`src/rtl/vic20_loader_pkg.sv`:
```
// Shared constants and types for the PRG/CRT download loader.
// Holds the FSM encoding, file-type indices and the BASIC pointer injection table.
package vic20_loader_pkg;

  localparam int unsigned ADDR_W = 16;
  localparam int unsigned DATA_W = 8;
  localparam int unsigned IDX_W  = 5;
  localparam int unsigned INJ_N  = 8;

  typedef logic [2:0] state_t;

  localparam state_t ST_IDLE   = 3'd0;
  localparam state_t ST_HDR_LO = 3'd1;
  localparam state_t ST_HDR_HI = 3'd2;
  localparam state_t ST_DATA   = 3'd3;
  localparam state_t ST_INJECT = 3'd4;

  localparam logic [IDX_W-1:0] IDX_PRG = 5'd1;
  localparam logic [IDX_W-1:0] IDX_CRT = 5'd2;

  localparam logic [ADDR_W-1:0] CRT_DEFAULT_BASE = 16'hA000;

  // One injected write: target address and whether it carries the high byte.
  typedef struct packed {
    logic [ADDR_W-1:0] addr;
    logic              hi;
  } inj_entry_t;

  // BASIC start-of-variables / arrays / end-of-arrays pointers, then the load-end pointer.
  localparam inj_entry_t INJ_TABLE [INJ_N] = '{
    '{addr: 16'h002D, hi: 1'b0},
    '{addr: 16'h002E, hi: 1'b1},
    '{addr: 16'h002F, hi: 1'b0},
    '{addr: 16'h0030, hi: 1'b1},
    '{addr: 16'h0031, hi: 1'b0},
    '{addr: 16'h0032, hi: 1'b1},
    '{addr: 16'h00AE, hi: 1'b0},
    '{addr: 16'h00AF, hi: 1'b1}
  };

  typedef struct packed {
    logic [ADDR_W-1:0] addr;
    logic [DATA_W-1:0] data;
  } mem_beat_t;

  function automatic logic idx_valid(input logic [IDX_W-1:0] idx);
    return (idx == IDX_PRG) || (idx == IDX_CRT);
  endfunction

endpackage

```
`src/rtl/prg_loader_if.sv`:
```
// Download stream in, addressed memory writes out, plus loader status.
// master drives the ioctl side; slave is the loader.
interface prg_loader_if;

  logic        ioctl_download;
  logic [7:0]  ioctl_index;
  logic        ioctl_wr;
  logic [15:0] ioctl_addr;
  logic [7:0]  ioctl_dout;
  logic        crt_load_addr;

  logic        mem_wr;
  logic [15:0] mem_addr;
  logic [7:0]  mem_data;
  logic        busy;
  logic [15:0] end_addr;

  modport master (
    output ioctl_download, ioctl_index, ioctl_wr, ioctl_addr, ioctl_dout, crt_load_addr,
    input  mem_wr, mem_addr, mem_data, busy, end_addr
  );

  modport slave (
    input  ioctl_download, ioctl_index, ioctl_wr, ioctl_addr, ioctl_dout, crt_load_addr,
    output mem_wr, mem_addr, mem_data, busy, end_addr
  );

endinterface

```
`src/rtl/prg_ptr_injector.sv`:
```
// Walks the 8-entry BASIC pointer table while enabled, one strobe every INJECT_GAP cycles.
// Counters clear whenever disabled so each injection run starts at entry 0 immediately.
module prg_ptr_injector #(
  parameter int unsigned INJECT_GAP = 2
) (
  input  logic        clk,
  input  logic        rst,
  input  logic        en,
  input  logic [15:0] end_addr,
  output logic        strobe_c,
  output logic        last_c,
  output logic [15:0] addr_c,
  output logic [7:0]  data_c
);
  import vic20_loader_pkg::*;

  localparam int unsigned GAP_W = (INJECT_GAP > 1) ? $clog2(INJECT_GAP) : 1;
  localparam logic [GAP_W-1:0] GAP_RELOAD = GAP_W'(INJECT_GAP - 1);

  logic [2:0]       idx;
  logic [GAP_W-1:0] gap;
  inj_entry_t       ent;

  always_comb begin
    ent      = INJ_TABLE[idx];
    strobe_c = en && (gap == '0);
    last_c   = strobe_c && (idx == 3'd7);
    addr_c   = ent.addr;
    data_c   = ent.hi ? end_addr[15:8] : end_addr[7:0];
  end

  always_ff @(posedge clk or posedge rst) begin
    if (rst) begin
      idx <= '0;
      gap <= '0;
    end else if (!en) begin
      idx <= '0;
      gap <= '0;
    end else if (gap == '0) begin
      idx <= idx + 3'd1;
      gap <= GAP_RELOAD;
    end else begin
      gap <= gap - GAP_W'(1);
    end
  end

endmodule

```
`src/rtl/prg_loader.sv`:
```
// PRG/CRT download parser: strips the load-address header, emits one write per payload
// byte and, after a PRG, injects the BASIC pointers so RUN works straight away.
module prg_loader #(
  parameter int unsigned INJECT_GAP = 2
) (
  input  logic         clk_sys,
  input  logic         reset,
  prg_loader_if.slave  bus
);
  import vic20_loader_pkg::*;

  state_t      state, state_n;
  logic [15:0] ptr, ptr_n;
  logic        dl_q;
  logic        is_prg, is_prg_n;
  logic        busy_q, busy_n;
  logic        mem_wr_q, wr_n;
  mem_beat_t   beat_q, beat_n;
  logic [15:0] end_addr_q;

  logic        rise, fall, accept, start;
  logic        inj_en, inj_strobe, inj_last;
  logic [15:0] inj_addr;
  logic [7:0]  inj_data;

  logic unused_bits;
  assign unused_bits = ^{bus.ioctl_addr, bus.ioctl_index[7:5]};

  // Edge detect on the registered copy; the cycle the fall is seen still accepts a trailing byte.
  assign rise   = bus.ioctl_download & ~dl_q;
  assign fall   = ~bus.ioctl_download & dl_q;
  assign accept = bus.ioctl_wr & (bus.ioctl_download | dl_q);
  assign start  = rise & idx_valid(bus.ioctl_index[4:0]);
  assign inj_en = (state == ST_INJECT);

  prg_ptr_injector #(.INJECT_GAP(INJECT_GAP)) u_injector (
    .clk      (clk_sys),
    .rst      (reset),
    .en       (inj_en),
    .end_addr (end_addr_q),
    .strobe_c (inj_strobe),
    .last_c   (inj_last),
    .addr_c   (inj_addr),
    .data_c   (inj_data)
  );

  always_comb begin
    state_n  = state;
    ptr_n    = ptr;
    is_prg_n = is_prg;
    busy_n   = busy_q;
    wr_n     = 1'b0;
    beat_n   = beat_q;

    case (state)
      ST_HDR_LO: begin
        if (accept) begin
          ptr_n[7:0] = bus.ioctl_dout;
          busy_n     = 1'b1;
          state_n    = ST_HDR_HI;
        end
        if (fall) begin
          state_n = ST_IDLE;
          busy_n  = 1'b0;
        end
      end
      ST_HDR_HI: begin
        if (accept) begin
          ptr_n[15:8] = bus.ioctl_dout;
          busy_n      = 1'b1;
          state_n     = ST_DATA;
        end
        if (fall) begin
          state_n = ST_IDLE;
          busy_n  = 1'b0;
        end
      end
      ST_DATA: begin
        if (accept) begin
          wr_n   = 1'b1;
          beat_n = '{addr: ptr, data: bus.ioctl_dout};
          ptr_n  = ptr + 16'd1;
          busy_n = 1'b1;
        end
        if (fall) begin
          if (is_prg) begin
            state_n = ST_INJECT;
          end else begin
            state_n = ST_IDLE;
            busy_n  = wr_n;
          end
        end
      end
      ST_INJECT: begin
        if (inj_strobe) begin
          wr_n   = 1'b1;
          beat_n = '{addr: inj_addr, data: inj_data};
        end
        // Stay busy through the final write; IDLE clears it on the following cycle.
        if (inj_last) begin
          state_n = ST_IDLE;
        end
      end
      default: begin
        busy_n = 1'b0;
      end
    endcase

    // A new file starts from IDLE or pre-empts any injection still in flight.
    if (start && ((state == ST_IDLE) || (state == ST_INJECT))) begin
      is_prg_n = (bus.ioctl_index[4:0] == IDX_PRG);
      wr_n     = 1'b0;
      beat_n   = beat_q;
      busy_n   = 1'b0;
      if (is_prg_n || bus.crt_load_addr) begin
        state_n = ST_HDR_LO;
      end else begin
        ptr_n   = CRT_DEFAULT_BASE;
        state_n = ST_DATA;
      end
    end
  end

  // dl_q resets high so a download already in progress at reset release is not a rising edge.
  always_ff @(posedge clk_sys or posedge reset) begin
    if (reset) begin
      state      <= ST_IDLE;
      ptr        <= '0;
      dl_q       <= 1'b1;
      is_prg     <= 1'b0;
      busy_q     <= 1'b0;
      mem_wr_q   <= 1'b0;
      beat_q     <= '0;
      end_addr_q <= '0;
    end else begin
      state      <= state_n;
      ptr        <= ptr_n;
      dl_q       <= bus.ioctl_download;
      is_prg     <= is_prg_n;
      busy_q     <= busy_n;
      mem_wr_q   <= wr_n;
      beat_q     <= beat_n;
      end_addr_q <= ptr_n;
    end
  end

  assign bus.mem_wr   = mem_wr_q;
  assign bus.mem_addr = beat_q.addr;
  assign bus.mem_data = beat_q.data;
  assign bus.busy     = busy_q;
  assign bus.end_addr = end_addr_q;

endmodule

```
`src/flat_wrapper.sv`:
```
// flat-port wrapper written by rule: the top's interface ports become plain ports
module prg_loader_flat import vic20_loader_pkg::*;
#(
  parameter int unsigned INJECT_GAP = 2
)
  (clk_sys, reset, bus_ioctl_download, bus_ioctl_index, bus_ioctl_wr, bus_ioctl_addr, bus_ioctl_dout, bus_crt_load_addr, bus_mem_wr, bus_mem_addr, bus_mem_data, bus_busy, bus_end_addr);
  prg_loader_if bus_i ();
  input  logic clk_sys;
  input  logic reset;
  input wire logic [$bits(bus_i.ioctl_download)-1:0] bus_ioctl_download;
  input wire logic [$bits(bus_i.ioctl_index)-1:0] bus_ioctl_index;
  input wire logic [$bits(bus_i.ioctl_wr)-1:0] bus_ioctl_wr;
  input wire logic [$bits(bus_i.ioctl_addr)-1:0] bus_ioctl_addr;
  input wire logic [$bits(bus_i.ioctl_dout)-1:0] bus_ioctl_dout;
  input wire logic [$bits(bus_i.crt_load_addr)-1:0] bus_crt_load_addr;
  output wire logic [$bits(bus_i.mem_wr)-1:0] bus_mem_wr;
  output wire logic [$bits(bus_i.mem_addr)-1:0] bus_mem_addr;
  output wire logic [$bits(bus_i.mem_data)-1:0] bus_mem_data;
  output wire logic [$bits(bus_i.busy)-1:0] bus_busy;
  output wire logic [$bits(bus_i.end_addr)-1:0] bus_end_addr;
  assign bus_i.ioctl_download = bus_ioctl_download;
  assign bus_i.ioctl_index = bus_ioctl_index;
  assign bus_i.ioctl_wr = bus_ioctl_wr;
  assign bus_i.ioctl_addr = bus_ioctl_addr;
  assign bus_i.ioctl_dout = bus_ioctl_dout;
  assign bus_i.crt_load_addr = bus_crt_load_addr;
  assign bus_mem_wr = bus_i.mem_wr;
  assign bus_mem_addr = bus_i.mem_addr;
  assign bus_mem_data = bus_i.mem_data;
  assign bus_busy = bus_i.busy;
  assign bus_end_addr = bus_i.end_addr;
  prg_loader #(.INJECT_GAP(INJECT_GAP)) u_core (.clk_sys(clk_sys), .reset(reset), .bus(bus_i));
endmodule
```
`config.mk`:
```
export PLATFORM = sky130hd
export DESIGN_NAME = prg_loader_flat
export DESIGN_NICKNAME = d
export VERILOG_FILES = /design/src/rtl/vic20_loader_pkg.sv /design/src/rtl/prg_loader_if.sv /design/src/rtl/prg_ptr_injector.sv /design/src/rtl/prg_loader.sv /design/src/flat_wrapper.sv
export SDC_FILE = /design/constraint.sdc
export NUM_CORES = 1
export LEC_CHECK = 0
export CAP_MARGIN = 10
export CORE_AREA = 2 2 85 79
export CTS_CLUSTER_DIAMETER = 150
export DETAILED_ROUTE_END_ITERATION = 10
export DIE_AREA = 0 0 87 81
export PLACE_DENSITY = 0.85
export RECOVER_POWER = 50
export SETUP_SLACK_MARGIN = 0.3
export SLEW_MARGIN = 20
export SYNTH_ARGS = -nofsm -noshare
export SYNTH_HDL_FRONTEND = slang
export SYNTH_HIERARCHICAL = 1
export SYNTH_SLANG_ARGS = --single-unit
```
`constraint.sdc`:
```
create_clock -name clk_sys -period 3.95 [get_ports clk_sys]
set_input_delay 0.79 -clock clk_sys [delete_from_list [all_inputs] [get_ports clk_sys]]
set_output_delay 0.79 -clock clk_sys [all_outputs]
set_load 0.01 [all_outputs]
```
## After elaboration in Yosys (flattened, before gate mapping)

Memories as Yosys holds them, arrays and structs flattened.
Index checks and enable logic that the tools add are counted.

- Bits in read-only memories: 136
- Memories kept: 1
- Flip-flop bits (word level): 51
- Output and inout port bits: 42
- Bits of input ports: 37

- Magnitude comparators: 1
- Multiplexer cells: 37
- Add/subtract/negate cells: 3
- Equal/unequal tests: 15
- Bitwise logic cells: 10
- Reduce and logical (&&, ||, !) cells: 12

Memories:

| memory | depth | bits a word | read ports | clocked after memory_dff | wr ports | RTL line | RTL |
|---|---|---|---|---|---|---|---|
| (no name shown) | 8 | 17 | 1 | 0 | 0 | prg_ptr_injector.sv:25 | `ent = INJ_TABLE[idx];` |

Operators with widths:

| kind | count |
|---|---|
| 16-bit two-way mux | 3 |
| 24-bit two-way mux | 2 |
| 24-bit case mux with 2 select lines | 1 |
| 17-bit two-way mux | 2 |
| 8-bit case mux with 2 select lines | 2 |
| 3-bit two-way mux | 10 |
| 8-bit two-way mux | 3 |
| 16-bit by 1-bit adder with 16-bit output (second input constant) | 1 |
| 3-bit case mux with 4 select lines | 1 |
| 1-bit two-way mux | 10 |
| 4-bit by 1-bit != test with 1-bit output (second input constant) | 2 |
| 3-bit by 2-bit == test with 1-bit output (second input constant) | 2 |
| 3-bit == test (second input constant) | 2 |
| 2-bit by 1-bit != test with 1-bit output (second input constant) | 3 |
| 3-bit by 1-bit != test with 1-bit output (second input constant) | 2 |
| 5-bit by 1-bit == test with 1-bit output (second input constant) | 1 |
| 5-bit by 2-bit == test with 1-bit output (second input constant) | 1 |
| 5-bit AND reduction | 1 |
| 5-bit nonzero test | 1 |
| 1-bit AND | 4 |
| 4-bit >= comparator (second input constant) | 1 |
| 1-bit NOT | 4 |
| 3-bit NOT with 4-bit output | 1 |
| 4-bit AND reduction | 1 |
| other kinds (13) | 17 |

## Longest topological paths before layout

- Depth after elaboration: 7
- Mapped depth: 8

## By module

The synthesis kept the hierarchy.

Modules (own cells, without submodules):

| module | area an instance (µm²) | sequential area each (µm²) | times used | cells each |
|---|---|---|---|---|
| prg_loader | 2,710.1 | 1,177.4 | 1 | 253 |
| prg_ptr_injector | 533.0 | 100.1 | 1 | 54 |

## Least setup slack after synthesis

OpenSTA, ideal clock, no wires.

- Path kind: register -> register
- Start point: register u_core.state[0]
- End point: register u_core.beat_q, in the netlist u_core/bus.mem_addr[10]
- Library setup time: 125 ps
- Slack: 1,754 ps
- Arrival time: 2,071 ps
- Cell stages (with the launch flop): 9
- Path through: dfrtp_1 > or2_2 > nor2_8 > buf_2 > nor2b_1 > a22oi_1 > nor2_4 > buf_6 > mux2_2

- Elaborated cells on any way between the ends: 12
- Those cells by class: eq/ne (4); mux (1); bitwise (1); reduce/logical (6)

RTL lines:

| item | RTL line | RTL |
|---|---|---|
| start: declaration | prg_loader.sv:12 | `state_t state, state_n;` |
| start signal: assignment | prg_loader.sv:136 | `state <= state_n;` |
| 3-bit == test | prg_loader.sv:34 | `assign inj_en = (state == ST_INJECT);` |
| via u_core.inj_en | prg_loader.sv:22 | `logic inj_en, inj_strobe, inj_last;` |
| 1-bit logical AND | prg_ptr_injector.sv:26 | `strobe_c = en && (gap == '0);` |
| via u_core.inj_strobe | prg_loader.sv:22 |  |
| 2-bit by 1-bit != test with 1-bit output (no source line) | -- |  |
| 4-bit AND reduction (no source line) | -- |  |
| end signal: assignment | prg_loader.sv:142 | `beat_q <= beat_n;` |
| end: declaration | prg_loader.sv:18 | `mem_beat_t beat_q, beat_n;` |

The timed path passes the listed nets, and every way through them passes these cells.
A chain may end at the register's enable or synchronous reset.

## Worst setup path after layout

- Start point: register u_core.state[1]
- End point: register u_core.beat_q, in the netlist u_core/bus.mem_addr[7]

- Elaborated cells on any way between the ends: 12
- Those cells by class: eq/ne (4); mux (1); bitwise (1); reduce/logical (6)

RTL lines:

| item | RTL line |
|---|---|
| 3-bit == test | prg_loader.sv:34 |
| 1-bit logical AND | prg_ptr_injector.sv:26 |
| via u_core.inj_strobe | prg_loader.sv:22 |
| 2-bit by 1-bit != test with 1-bit output (no source line) | -- |
| 4-bit AND reduction (no source line) | -- |

The timed path passes the listed nets, and every way through them passes these cells.

==> results_dict.tcl <==
set metrics [dict create \
    grt_max_degree 48 \
    grt_usage_pct 22.4 \
    num_antenna_cells 0 \
    htree_levels 2 \
    nets 396 \
    grt_util_met1_pct 29.6 \
    via_per_inst 6.03 \
    cp-start-kind "flip-flop" \
    busiest_layer "met2" \
    slew_headroom_pct -42.3 \
    layout_commonest_cell "dfrtp_1" \
    crit_path_end_kind "flip-flop" \
    area_growth_pct 20.2 \
    ctsResizeCount 0 \
    synth_cells 307 \
    numPortBuffers 59 \
    routed_wl_um 7580 \
    drc 0 \
    die_y_um 81 \
    finalHoldViolCount 0 \
    maxCapViolCount 1 \
    cts_root_buffer "clkbuf_8" \
    final_cell_mix "dfrtp_1, mux2_2, clkdlybuf4s50_1" \
    core_mm2 0.00627 \
    max_freq_ghz 0.339 \
    synth_area_mm2 0.00324 \
    total_power_mw 1.05 \
    critical-path-max-stage-delay_ns 0.64 \
    p_per_area_mw_per_mm2 270 \
    path_cells "or2_2, nor2_8, nor2b_1, a22oi_1, nor2_4, mux2_2" \
    detail_route.wl_per_cell_um 17.6 \
    hold_path_depth 1 \
    post-route-min-period_ns 2.95 \
    cp.arrival_ns 3.15 \
    postSynthAreaPerCell_um2 10.6 \
    clockBufferDepth 2 \
    dieWidth_um 87 \
    status "finished, violations left" \
    num_rows 28 \
    stdcell_area_mm2 0.00390 \
    synth_top_area_cell "dfrtp_1" \
    dieArea_mm2 0.00705 \
    start_util_pct 51.7 \
    cts.clk_slew.worst_paths_ns 0.09 \
    tightestPinTransition_ns 2.12 \
    clk_latency_ns 0.31 \
    crit_required_ns 4.14 \
    netlist-cell-type-count 52 \
    io_pins 79 \
    rsz0062_at_grt "false" \
    hpwl_um 5190 \
    ff2ff_path_depth 6 \
    leakage_nw 1.71 \
    grtUsageMet2_pct 37.6 \
    ant_nets 0 \
    placed_area_mm2 0.00376 \
    finalSetupViolCount 0 \
    gp_congestion 0.888 \
    grt_pass1_vias 2534 \
    grt_pass1_wl_um 12400 \
    drive_above_1_share_pct 20.8 \
    fin_skew_ns 0.00326 \
    crit_fanout 31 \
    tns_ns 0 \
    synthFlopType "dfrtp_1" \
    violations "max-capacitance violations, max-slew violations" \
    hold_class "flip-flop to flip-flop" \
    use_met3_pct 3.86 \
    post_cts_buffers 0 \
    yosysWarnings 6 \
    cts_hold_buf 0 \
    tritoncts.num_buffers 5 \
    dr_total_vias 2592 \
    grt-ovfl-total 0 \
    cts.sink_count 51 \
    path_class "flip-flop to flip-flop" \
    ys_ff_latch 51 \
    cts_tree "yes" \
    synth_seq_area_share_pct 39.4 \
    utilization_pct 62.2 \
    synth_edf_count 0 \
    drv_slew 48 \
    first_pass_iters 5 \
    hold_slack_ns 0.487 \
    slowest_stage "nor2_4" \
    netlist.area_leader.share_pct 38.6 \
    fill_cells 501 \
    antenna_found_initial 0 \
    netlist_top_cells_area "dfrtp_1, mux2_2, mux2_4" \
    vdd_drop_max_mv 0.205 \
    min_period_over_period_pct 74.7 \
    drt_iter0_drc 337 \
    async_flop_share_pct 100 \
]
## worst paths after layout
kind | start | to | slack, ns
worst max-delay path | u_core/state[1]$_DFFE_PP0P_ | u_core/bus.mem_addr[7]$_DFFE_PP0P_ | 1.0
worst min-delay path | u_core/bus.mem_addr[12]$_DFFE_PP0P_ | u_core/bus.mem_addr[12]$_DFFE_PP0P_ | 0.49
worst max register to register | u_core/state[1]$_DFFE_PP0P_ | u_core/bus.mem_addr[7]$_DFFE_PP0P_ | 1.0
worst min register to register | u_core/bus.mem_addr[12]$_DFFE_PP0P_ | u_core/bus.mem_addr[12]$_DFFE_PP0P_ | 0.49
max in group asynchronous | reset | u_core/bus.end_addr[6]$_DFF_PP0_ | 1.47
min in group asynchronous | reset | u_core/u_injector/gap$_DFF_PP0_ | 0.83
## per-stage QoR
step                      setup slack (ns)  cells
final                                0.997    430
after global routing                 0.804    430
after CTS                            0.995    430
after detailed placement             0.845    422
after global placement               0.861    422
after floorplan                       1.75    315
## cells by family (layout without fill, tap and decap cells)
family	Yosys count	count (layout)	synth area share, %
AND/OR/NAND/NOR	84	84	14.6
flip-flops	51	51	39.4
buffers and inverters	37	77	7.25
XOR/XNOR	9	9	2.43
multiplexers	64	64	23.0
other	2	10	0.232
AO/OA/AOI/OAI	55	55	11.2
adder cells (fa/ha/maj)	5	5	1.93
## power by group
part	internal, mW	total (mW)	switching [mW]
Clock	0.253	0.425	0.172
Combinational	0.0452	0.0856	0.0404
Sequential	0.528	0.543	0.0144
Total	0.827	1.05	0.226
## layer usage
metal	wire, µm	up-vias
li1	-	1197
met1	3280	1256
met2	3630	119
met3	497	20
met4	168	0
met5	0	-
## critical path: cells and delay by family (launching register included)
| kind | cells | cell delay (ns) |
|---|---|---|
| multiplexers | 1 | 0.43 |
| AND/OR/NAND/NOR | 4 | 1.73 |
| AO/OA/AOI/OAI | 1 | 0.13 |
| flip-flops | 1 | 0.53 |
## area by class of cell
cell class,count,area [µm²],share of cell area [%]
Inverter,9,35.0,0.899
Clock inverter,2,60.1,1.54
Timing Repair Buffer,60,598,15.3
Multi-Input combinational cell,227,1760,45.2
Sequential cell,51,1280,32.8
Tap cell,75,93.8,2.41
Clock buffer,6,72.6,1.86
## state kept, by name, summed over array words and instances, names as in the netlist
signal / cells
u_core/bus.mem_addr: 16
u_core/bus.end_addr: 16
u_core/is_prg: 1
u_core/dl_q: 1
u_core/bus.mem_wr: 1
u_core/state: 3
u_core/bus.busy: 1
u_core/bus.mem_data: 8
u_core/u_injector/gap: 1
u_core/u_injector/idx: 3
## synthesized netlist by cell type, drive strengths merged (2+ instances only)
cell    instances
o21bai          2
a222oi          5
nor3            6
xnor2           3
a21oi           7
and2            3
and3            2
mux2i           8
or3             4
a31oi           5
buf            28
dfrtp          50
a22oi           5
a211oi          3
inv             9
nand3          10
xor2            6
nor2           23
ha              5
nand4           6
nor4            3
nor2b           7
nand2          14
o21ai          18
conb            2
mux2           56
or2             2
Power figures use the tool's default switching activity.
